## config.mk

```make
export PLATFORM = sky130hd
export DESIGN_NAME = mux_sel_arbiter
export DESIGN_NICKNAME = d
export VERILOG_FILES = /design/src/rtl/mux_sel_arbiter.sv
export SDC_FILE = /design/constraint.sdc
export NUM_CORES = 1
export LEC_CHECK = 0
export CAP_MARGIN = 20
export CORE_ASPECT_RATIO = 0.8
export CORE_MARGIN = 2
export CORE_UTILIZATION = 56
export CTS_CLUSTER_SIZE = 30
export DETAILED_ROUTE_END_ITERATION = 6
export PLACE_DENSITY = 0.82
export SETUP_SLACK_MARGIN = 0.05
export SKIP_LAST_GASP = 1
export SYNTH_ARGS = -nofsm -noshare
export SYNTH_HDL_FRONTEND = slang
export SYNTH_SLANG_ARGS = --single-unit
```

## constraint.sdc

```tcl
create_clock -name clk -period 4.2 [get_ports clk]
set_clock_uncertainty 0.15 [all_clocks]
set_input_delay 0.84 -clock clk [delete_from_list [all_inputs] [get_ports clk]]
set_output_delay 0.84 -clock clk [all_outputs]
set_load 0.01 [all_outputs]
```

## src/rtl/mux_sel_arbiter.sv

```systemverilog
// mux_sel_arbiter: four-channel round-robin arbiter driving the 4:1 mux selects with a bounded hold time
module mux_sel_arbiter #(
    parameter int MAX_HOLD = 8,
    parameter int CNT_W    = 8
) (
    input  logic       clk,
    input  logic       rst,
    input  logic [3:0] req_i,
    input  logic       done_i,
    output logic       s1_o,
    output logic       s0_o,
    output logic [3:0] gnt_o,
    output logic       busy_o,
    output logic       expired_o
);
    typedef enum logic {IDLE, GRANT} state_t;
    state_t           state_q, state_d;
    logic [1:0]       ptr_q, ptr_d, owner_q, owner_d, sel_q, sel_d, pick;
    logic [CNT_W-1:0] cnt_q, cnt_d;
    logic [3:0]       gnt_q, gnt_d;
    logic             busy_q, busy_d, exp_q, exp_d, at_limit, own_req, rel;
    // descending scan so the requester closest to ptr (offset 0 first) wins
    always_comb begin
        pick = ptr_q;
        for (int i = 3; i >= 0; i--)
            if (req_i[ptr_q + 2'(i)]) pick = ptr_q + 2'(i);
    end
    assign at_limit = cnt_q == CNT_W'(MAX_HOLD - 1);
    assign own_req  = req_i[owner_q];
    assign rel      = done_i || !own_req || at_limit;
    always_comb begin
        state_d = state_q;
        ptr_d   = ptr_q;
        owner_d = owner_q;
        cnt_d   = cnt_q;
        gnt_d   = gnt_q;
        busy_d  = busy_q;
        sel_d   = sel_q;
        exp_d   = 1'b0;
        if (state_q == IDLE) begin
            if (|req_i) begin
                owner_d = pick;
                gnt_d   = 4'b0001 << pick;
                busy_d  = 1'b1;
                sel_d   = pick;
                cnt_d   = '0;
                state_d = GRANT;
            end
        end else begin
            cnt_d = cnt_q + CNT_W'(1);
            if (rel) begin
                gnt_d   = 4'b0000;
                busy_d  = 1'b0;
                ptr_d   = owner_q + 2'd1;
                cnt_d   = '0;
                exp_d   = at_limit && !done_i && own_req;
                state_d = IDLE;
            end
        end
    end
    always_ff @(posedge clk or posedge rst) begin
        if (rst) begin
            state_q <= IDLE;
            ptr_q   <= 2'd0;
            owner_q <= 2'd0;
            cnt_q   <= '0;
            gnt_q   <= 4'b0000;
            busy_q  <= 1'b0;
            sel_q   <= 2'd0;
            exp_q   <= 1'b0;
        end else begin
            state_q <= state_d;
            ptr_q   <= ptr_d;
            owner_q <= owner_d;
            cnt_q   <= cnt_d;
            gnt_q   <= gnt_d;
            busy_q  <= busy_d;
            sel_q   <= sel_d;
            exp_q   <= exp_d;
        end
    end
    assign s1_o      = sel_q[1];
    assign s0_o      = sel_q[0];
    assign gnt_o     = gnt_q;
    assign busy_o    = busy_q;
    assign expired_o = exp_q;
endmodule

```

==> results of run 1 <==
==> registers in the layout, indices dropped and copies added (netlist names) <==
| register | count |
|---|---|
| state_q | 1 |
| busy_o | 1 |
| expired_o | 1 |
| sel_q | 2 |
| cnt_q | 8 |
| gnt_o | 4 |
| ptr_q | 2 |
==> worst min path at each step <==
stage                     startpoint        to  cells after the start
after floorplan             cnt_q[4]  cnt_q[4]                      1
after global placement      gnt_o[1]  gnt_o[1]                      1
after detailed placement    gnt_o[1]  gnt_o[1]                      1
after CTS                   gnt_o[1]  gnt_o[1]                      1
after global routing        gnt_o[3]  gnt_o[3]                      1
final                       gnt_o[1]  gnt_o[1]                      1
==> worst reg2reg max path: cells and delay by family (launching register included) <==
kind	cells	cell delay [ns]
DFF	1	0.41
adders and majority gates	1	0.24
and+or+nand+nor	2	0.62
AOI/OAI and AO/OA	2	0.83
==> cells in the mapped netlist (all sizes together) (2+ instances only) <==
| cell type | count |
|---|---|
| dfrtp | 19 |
| inv | 5 |
| nor2 | 5 |
| o21ai | 5 |
| nand2 | 4 |
| nor2b | 4 |
| o31ai | 4 |
| a22o | 3 |
| mux2 | 3 |
| nand3 | 3 |
| nor4 | 3 |
| o21a | 3 |
| or4 | 3 |
| a21o | 2 |
| a32o | 2 |
| and3 | 2 |
| nand2b | 2 |
| o2bb2ai | 2 |
==> power groups by stage <==
stage / Clock, mW / Sequential [mW] / Combinational [mW]
2_1_floorplan: 0 / 0.293 / 0.173
5_1_grt: 0.103 / 0.298 / 0.306
6_report: 0.0905 / 0.288 / 0.281
4_1_cts: 0.0951 / 0.288 / 0.280
3_3_place_gp: 0 / 0.287 / 0.274
3_5_place_dp: 0 / 0.291 / 0.278
==> area by class of cell <==
cell class	instances	area share
Multi-Input combinational cell	68	0.4353
Sequential cell	19	0.3901
Timing Repair Buffer	14	0.1150
Tap cell	22	0.02259
Clock buffer	4	0.02156
Inverter	5	0.01540
==> metrics by stage <==
| stage | utilization | hold slack [ns] | worst slack [ns] |
|---|---|---|---|
| floorplan | - | 0.3590 | 2.065 |
| global placement | 0.7117 | 0.3235 | 1.267 |
| detailed placement | 0.7117 | 0.3226 | 1.189 |
| CTS | 0.7274 | 0.3560 | 1.531 |
| global route | 0.7274 | 0.3809 | 1.429 |
| finish | 0.7274 | 0.3507 | 1.505 |
==> kinds of logic (layout without fill, tap and decap cells) <==
logic type | Yosys count | in the layout
AOI/OAI and AO/OA | 28 | 28
adders and majority gates | 1 | 1
muxes | 5 | 5
DFF | 19 | 19
xor gates and xnor gates | 2 | 2
and+or+nand+nor | 32 | 32
buffers and inverters | 6 | 23
==> layer usage <==
layer | routed length (um) | global-route usage
met1 | 1092 | 0.3455
met2 | 832 | 0.2684
met3 | 76 | 0.07500
met4 | 31 | 0.08421
met5 | 0 | 0
==> metrics.md, run 1 <==
| Metric | Value |
|---|---|
| Vias in the first global route | 731 |
| Worst-path cell chain | clkdlybuf4s50_1 > mux4_2 > nand2b_1 > o21ai_1 > mux2_2 |
| Synth area leader | dfrtp_1 |
| Switching Share | 0.3629 |
| Synth unique cells | 43 |
| Synth Area in Adders | 0.01208 |
| Initial DRC count | 13 |
| Vias per inst | 6.030 |
| H-Tree Depth | 1 |
| CTS buffer count | 3 |
| Setup slack, reg-to-reg | 1.85 ns |
| Power per cell area | 540.7 mW/mm^2 |
| Register area share after synthesis | 0.4589 |
| Worst Max-Slew Pin Slew | 0.6859 ns |
| Max cap viols | 0 |
| Drc violations | 0 |
| Starting Density | 0.6184 |
| Layout fillers | 118 |
| Die X | 52.09 um |
| Critical path's largest stage delay | 0.51 ns |
| Fmax | 371.0 MHz |
| Share of cells above drive strength 1 | 0.1455 |
| Max clock buf depth | 2 |
| Ranking of synthesized cells by area | dfrtp_1 46%, mux2_2 3.3%, o31ai_1 2.9% |
| CP arrival | 2.74 ns |
| Fin. Hold Viols | 0 |
| Pins Over Slew Limit | 0 |
| Clk pwr share | 0.137 |
| Initial antenna violation count | 0 |
| Post-cts resize count | 0 |
| Logic pwr share | 0.426 |
| Total power | 0.6590 mW |
| Area grow syn2layout | 17.63% |
| Hpwl dp | 1.500 mm |
| Non-Filler Instances | 132 |
| Num rows | 13 |
| Crit path to | ptr_q[1] |
| Wire per inst | 15.40 um |
| Critical path class | input pin to flop |
| Port Buf Inserts | 14 |
| DR pass1 iterations | 4 |
| Slowest cell on the critical path | clkdlybuf4s50_1 |
| Design Area, Final | 0.001219 mm^2 |
| Antenna Cells | 0 |
| Synth Flop Type | dfrtp_1 |
| Setup violators final | 0 |
| Critical path buffers and inverters | 1 |
| Sequential share of power | 0.437 |
| Register Area | 475.5 um^2 |
| R2R cell count | 5 |
| Commonest non-fill, non-tap cell in the layout | dfrtp_1 |
| Reg clk slew, reported paths | 0.10 ns |
| Worst reg2reg endpoint | cnt_q[1] |
| Clk_lat worst skew | 0.30 ns |
| I/O Pins | 15 |
| Highest-count cells in the layout ignoring fill and taps | 19 x dfrtp_1, 14 x clkdlybuf4s50_1, 5 x inv_1 |
| Pin count of the biggest net entering global routing | 20 |
| Synth Register Bits | 19 |
| Multiplexer share of the synthesized area | 0.06401 |
| Crit path time final | 2.695 ns |
| Syn_nets | 101 |
| Fin crit share | 0.6417 |
| Crit path max-delay family | multiplexers |
| Die Y | 42.47 um |
| CTS tree | built |
| Via count | 796 |
| Placed Instance Area | 0.001192 mm^2 |
| Gr ovfl total | 0 |
| Compound-cell area share of the yosys netlist | 0.2307 |
| Status | complete, no violations |
| Synth Instances | 93 |
| Crit path depth | 5 |
| CP Launch Type | input pin |
| CTS sink cnt | 19 |
| Final nets | 119 |
| CTS Hold Buffers Added | 0 |
| First-pass GRT wire length | 3.484 mm |
| Root buf cell | clkbuf_4 |
| XOR/XNOR Fraction of Synth Area | 0.01691 |
| Largest family of logic cells by synthesized area | compound AO/OA/AOI/OAI gates |
| Hold/Removal Path Class | flop to flop |
| Final wirelength | 2.033 mm |
| Multi-input gate area in the final layout | 530.5 um^2 |
| Maximum VDD drop | 411.1 uV |
| Setup TNS | 0 ns |
| Cell Area, Synth | 0.001036 mm^2 |
| Post-CTS setup buffer count | 0 |
| Core area | 0.001675 mm^2 |
| CP Data Required Time | 4.25 ns |
| Die area | 0.002212 mm^2 |
| Antenna viol nets, final | 0 |
| Endpoint class of the critical path | flop |
| Syn_area_per_cell | 11.14 um^2 |
| Worst-path fanout max | 12 |
| Area share of the largest cell type after synthesis | 0.4589 |
| CP startpoint | req_i[3] |
| Placer Congestion | 0.9056 |
| Synth Area in Simple Gates | 0.1884 |
| Fraction of synthesis flops using an asynchronous set or reset pin | 1.000 |
| RSZ-0062 raised after global routing | false |
| FF-to-FF Start | cnt_q[1] |
| Max-slew headroom | 0.5422 |
| Int Power | 0.4198 mW |
| Leakage power | 0.5202 nW |
| Post-synth EDFFs | 0 |
| Tot GR Track Use | 0.2197 |
| Synth warn | 0 |
| Switching pwr | 0.2392 mW |
| Placed cell count | 128 |
(Power assumes the default switching activity.)
==> inputs of run 2 (changes only) <==
CORE_UTILIZATION = 47   (was 56)
PLACE_DENSITY = 0.73   (was 0.82)
clock period = 2.3 ns   (was 4.2 ns; I/O delays follow)
==> metrics.md, run 2 (same netlist as run 1, synthesis figures left out) <==
| Metric | Value |
|---|---|
| Status | complete, no violations |
| Port Buf Inserts | 14 |
| RSZ-0062 raised after global routing | false |
| Hold_ws | 0.3122 ns |
| Fmax | 455.7 MHz |
| Antenna Cells | 0 |
| Tot GR Track Use | 0.1954 |
| CTS buffer count | 3 |
| Setup ws final | 0.1055 ns |
| Reg clk slew, reported paths | 0.11 ns |
| Starting Density | 0.4885 |
| Die Y | 45.99 um |
| Maximum VDD drop | 744.3 uV |
| Pin count of the biggest net entering global routing | 20 |
| Critical path buffers and inverters | 1 |
| Share of cells above drive strength 1 | 0.2397 |
| CTS sink cnt | 19 |
| Gr ovfl total | 0 |
| R2R cell count | 6 |
| Pins Over Slew Limit | 0 |
| Critical path class | flop to flop |
| Initial DRC count | 30 |
| Clk_lat worst skew | 0.30 ns |
| Core area | 0.002121 mm^2 |
| Total power | 1.267 mW |
| Highest-count cells in the layout ignoring fill and taps | 19 x dfrtp_1, 14 x clkdlybuf4s50_1, 11 x buf_4 |
| Commonest non-fill, non-tap cell in the layout | dfrtp_1 |
| CP Launch Type | flop |
| Post-CTS setup buffer count | 0 |
| Initial antenna violation count | 0 |
| Max cap viols | 0 |
| Final wirelength | 2.178 mm |
| Endpoint class of the critical path | flop |
| Root buf cell | clkbuf_4 |
| Layout fillers | 184 |
| Die X | 56.49 um |
| Area grow syn2layout | 26.69% |
| Fin crit share | 0.9541 |
| CP arrival | 2.24 ns |
| Fin. Hold Viols | 0 |
| Num rows | 15 |
| Antenna viol nets, final | 0 |
| Die area | 0.002598 mm^2 |
| Setup violators final | 0 |
| Crit path time final | 2.195 ns |
| Fin util | 0.6189 |
| Crit path max-delay family | simple AND/OR/NAND/NOR gates |
| Vias in the first global route | 801 |
| Reg with most FFs | cnt_q |
| Wire per inst | 14.92 um |
| H-Tree Depth | 1 |
| Worst-path cell chain | ha_1 > or4b_4 > o41ai_4 > buf_4 > nor2_2 > mux2_2 |
| Top sig layer | met4 |
| Via count | 852 |
| Max clock buf depth | 2 |
| Non-Filler Instances | 146 |
| CTS tree | built |
| Drc violations | 0 |
| Hold/Removal Path Class | input pin to async pin |
| Setup slack, reg-to-reg | 0.11 ns |
| CP Data Required Time | 2.35 ns |
| DR pass1 iterations | 4 |
| Worst Max-Slew Pin Slew | 0.4524 ns |
| Placer Congestion | 0.9215 |
| Leakage power | 0.5756 nW |
| Hpwl dp | 1.602 mm |
| Power per cell area | 965.1 mW/mm^2 |
| Vias per inst | 5.836 |
| Placed cell count | 142 |
| Critical path's largest stage delay | 0.52 ns |
| First-pass GRT wire length | 3.774 mm |
| Slowest cell on the critical path | or4b_4 |
| Max-slew headroom | 0.6973 |
| Max FFs per register | 8 |
| DR WL met2 | 927 um |
| Worst-path fanout max | 10 |
| Final nets | 130 |
| Worst slack at placement | -0.05991 ns |
| Met3 wire len | 101 um |
| I/O Pins | 15 |
| M1 WL | 1.128 mm |
| Worst reg2reg endpoint | cnt_q[0] |
| FF-to-FF Start | cnt_q[1] |
==> run 2: cell types whose count changed in the layout (fill, tap and decap cells not counted), sizes merged <==
cell and delta:
buf +11, clkbuf -1, clkinv +1
==> run 2: what timing repair did <==
item | CTS | global route
resized for setup | 0 | 1
hold buffers | 0 | 0
endpoints found under the setup margin | 0 | 2
==> run 2: routing by layer <==
metal  track usage  up-vias
met5             0        -
met4       0.05714        0
met3       0.05966        2
met2        0.2674       24
met1        0.2941      413
li1              -      413
==> run 2: final cells by class <==
cell class / instances / area [um^2] / share of cell area
clock buffers: 3 / 22.52 / 0.01716
clock inverters: 1 / 5.005 / 0.003813
inverters: 5 / 18.77 / 0.01430
multi-input cells: 68 / 536.8 / 0.4090
flip-flops and latches: 19 / 475.5 / 0.3622
well taps: 25 / 31.28 / 0.02383
repair buffers: 25 / 222.7 / 0.1697
==> run 2: worst register-to-register path, cell delays in order, from the launching register on <==
cell and delay [ns]:
dfrtp_1 0.41, ha_1 0.24, or4b_4 0.52, o41ai_4 0.22
buf_4 0.23, nor2_2 0.07, mux2_2 0.25
==> run 2: stage by stage <==
stage               setup TNS (ns)  instance area [um^2]
floorplan                        0                  1036
global route                     0                  1313
global placement                 0                  1279
finish                           0                  1313
CTS                              0                  1306
detailed placement         -0.2126                  1279
==> run 2: how the worst max path moves through the flow <==
stage               slack, ns  cells past startpoint     start        to
floorplan                0.19                      5  cnt_q[0]  cnt_q[0]
global placement         0.01                      6  req_i[3]  cnt_q[0]
detailed placement      -0.06                      6  req_i[3]  cnt_q[0]
CTS                      0.14                      5  cnt_q[0]  ptr_q[1]
global route             0.04                      6  cnt_q[0]  cnt_q[1]
finish                   0.11                      6  cnt_q[1]  cnt_q[0]
==> run 2: where the power goes <==
| part | internal, mW | switching, mW | leakage [nW] |
|---|---|---|---|
| combinational | 0.320 | 0.254 | 0.309 |
| clock | 0.0648 | 0.104 | 0.0177 |
| sequential | 0.426 | 0.0982 | 0.249 |
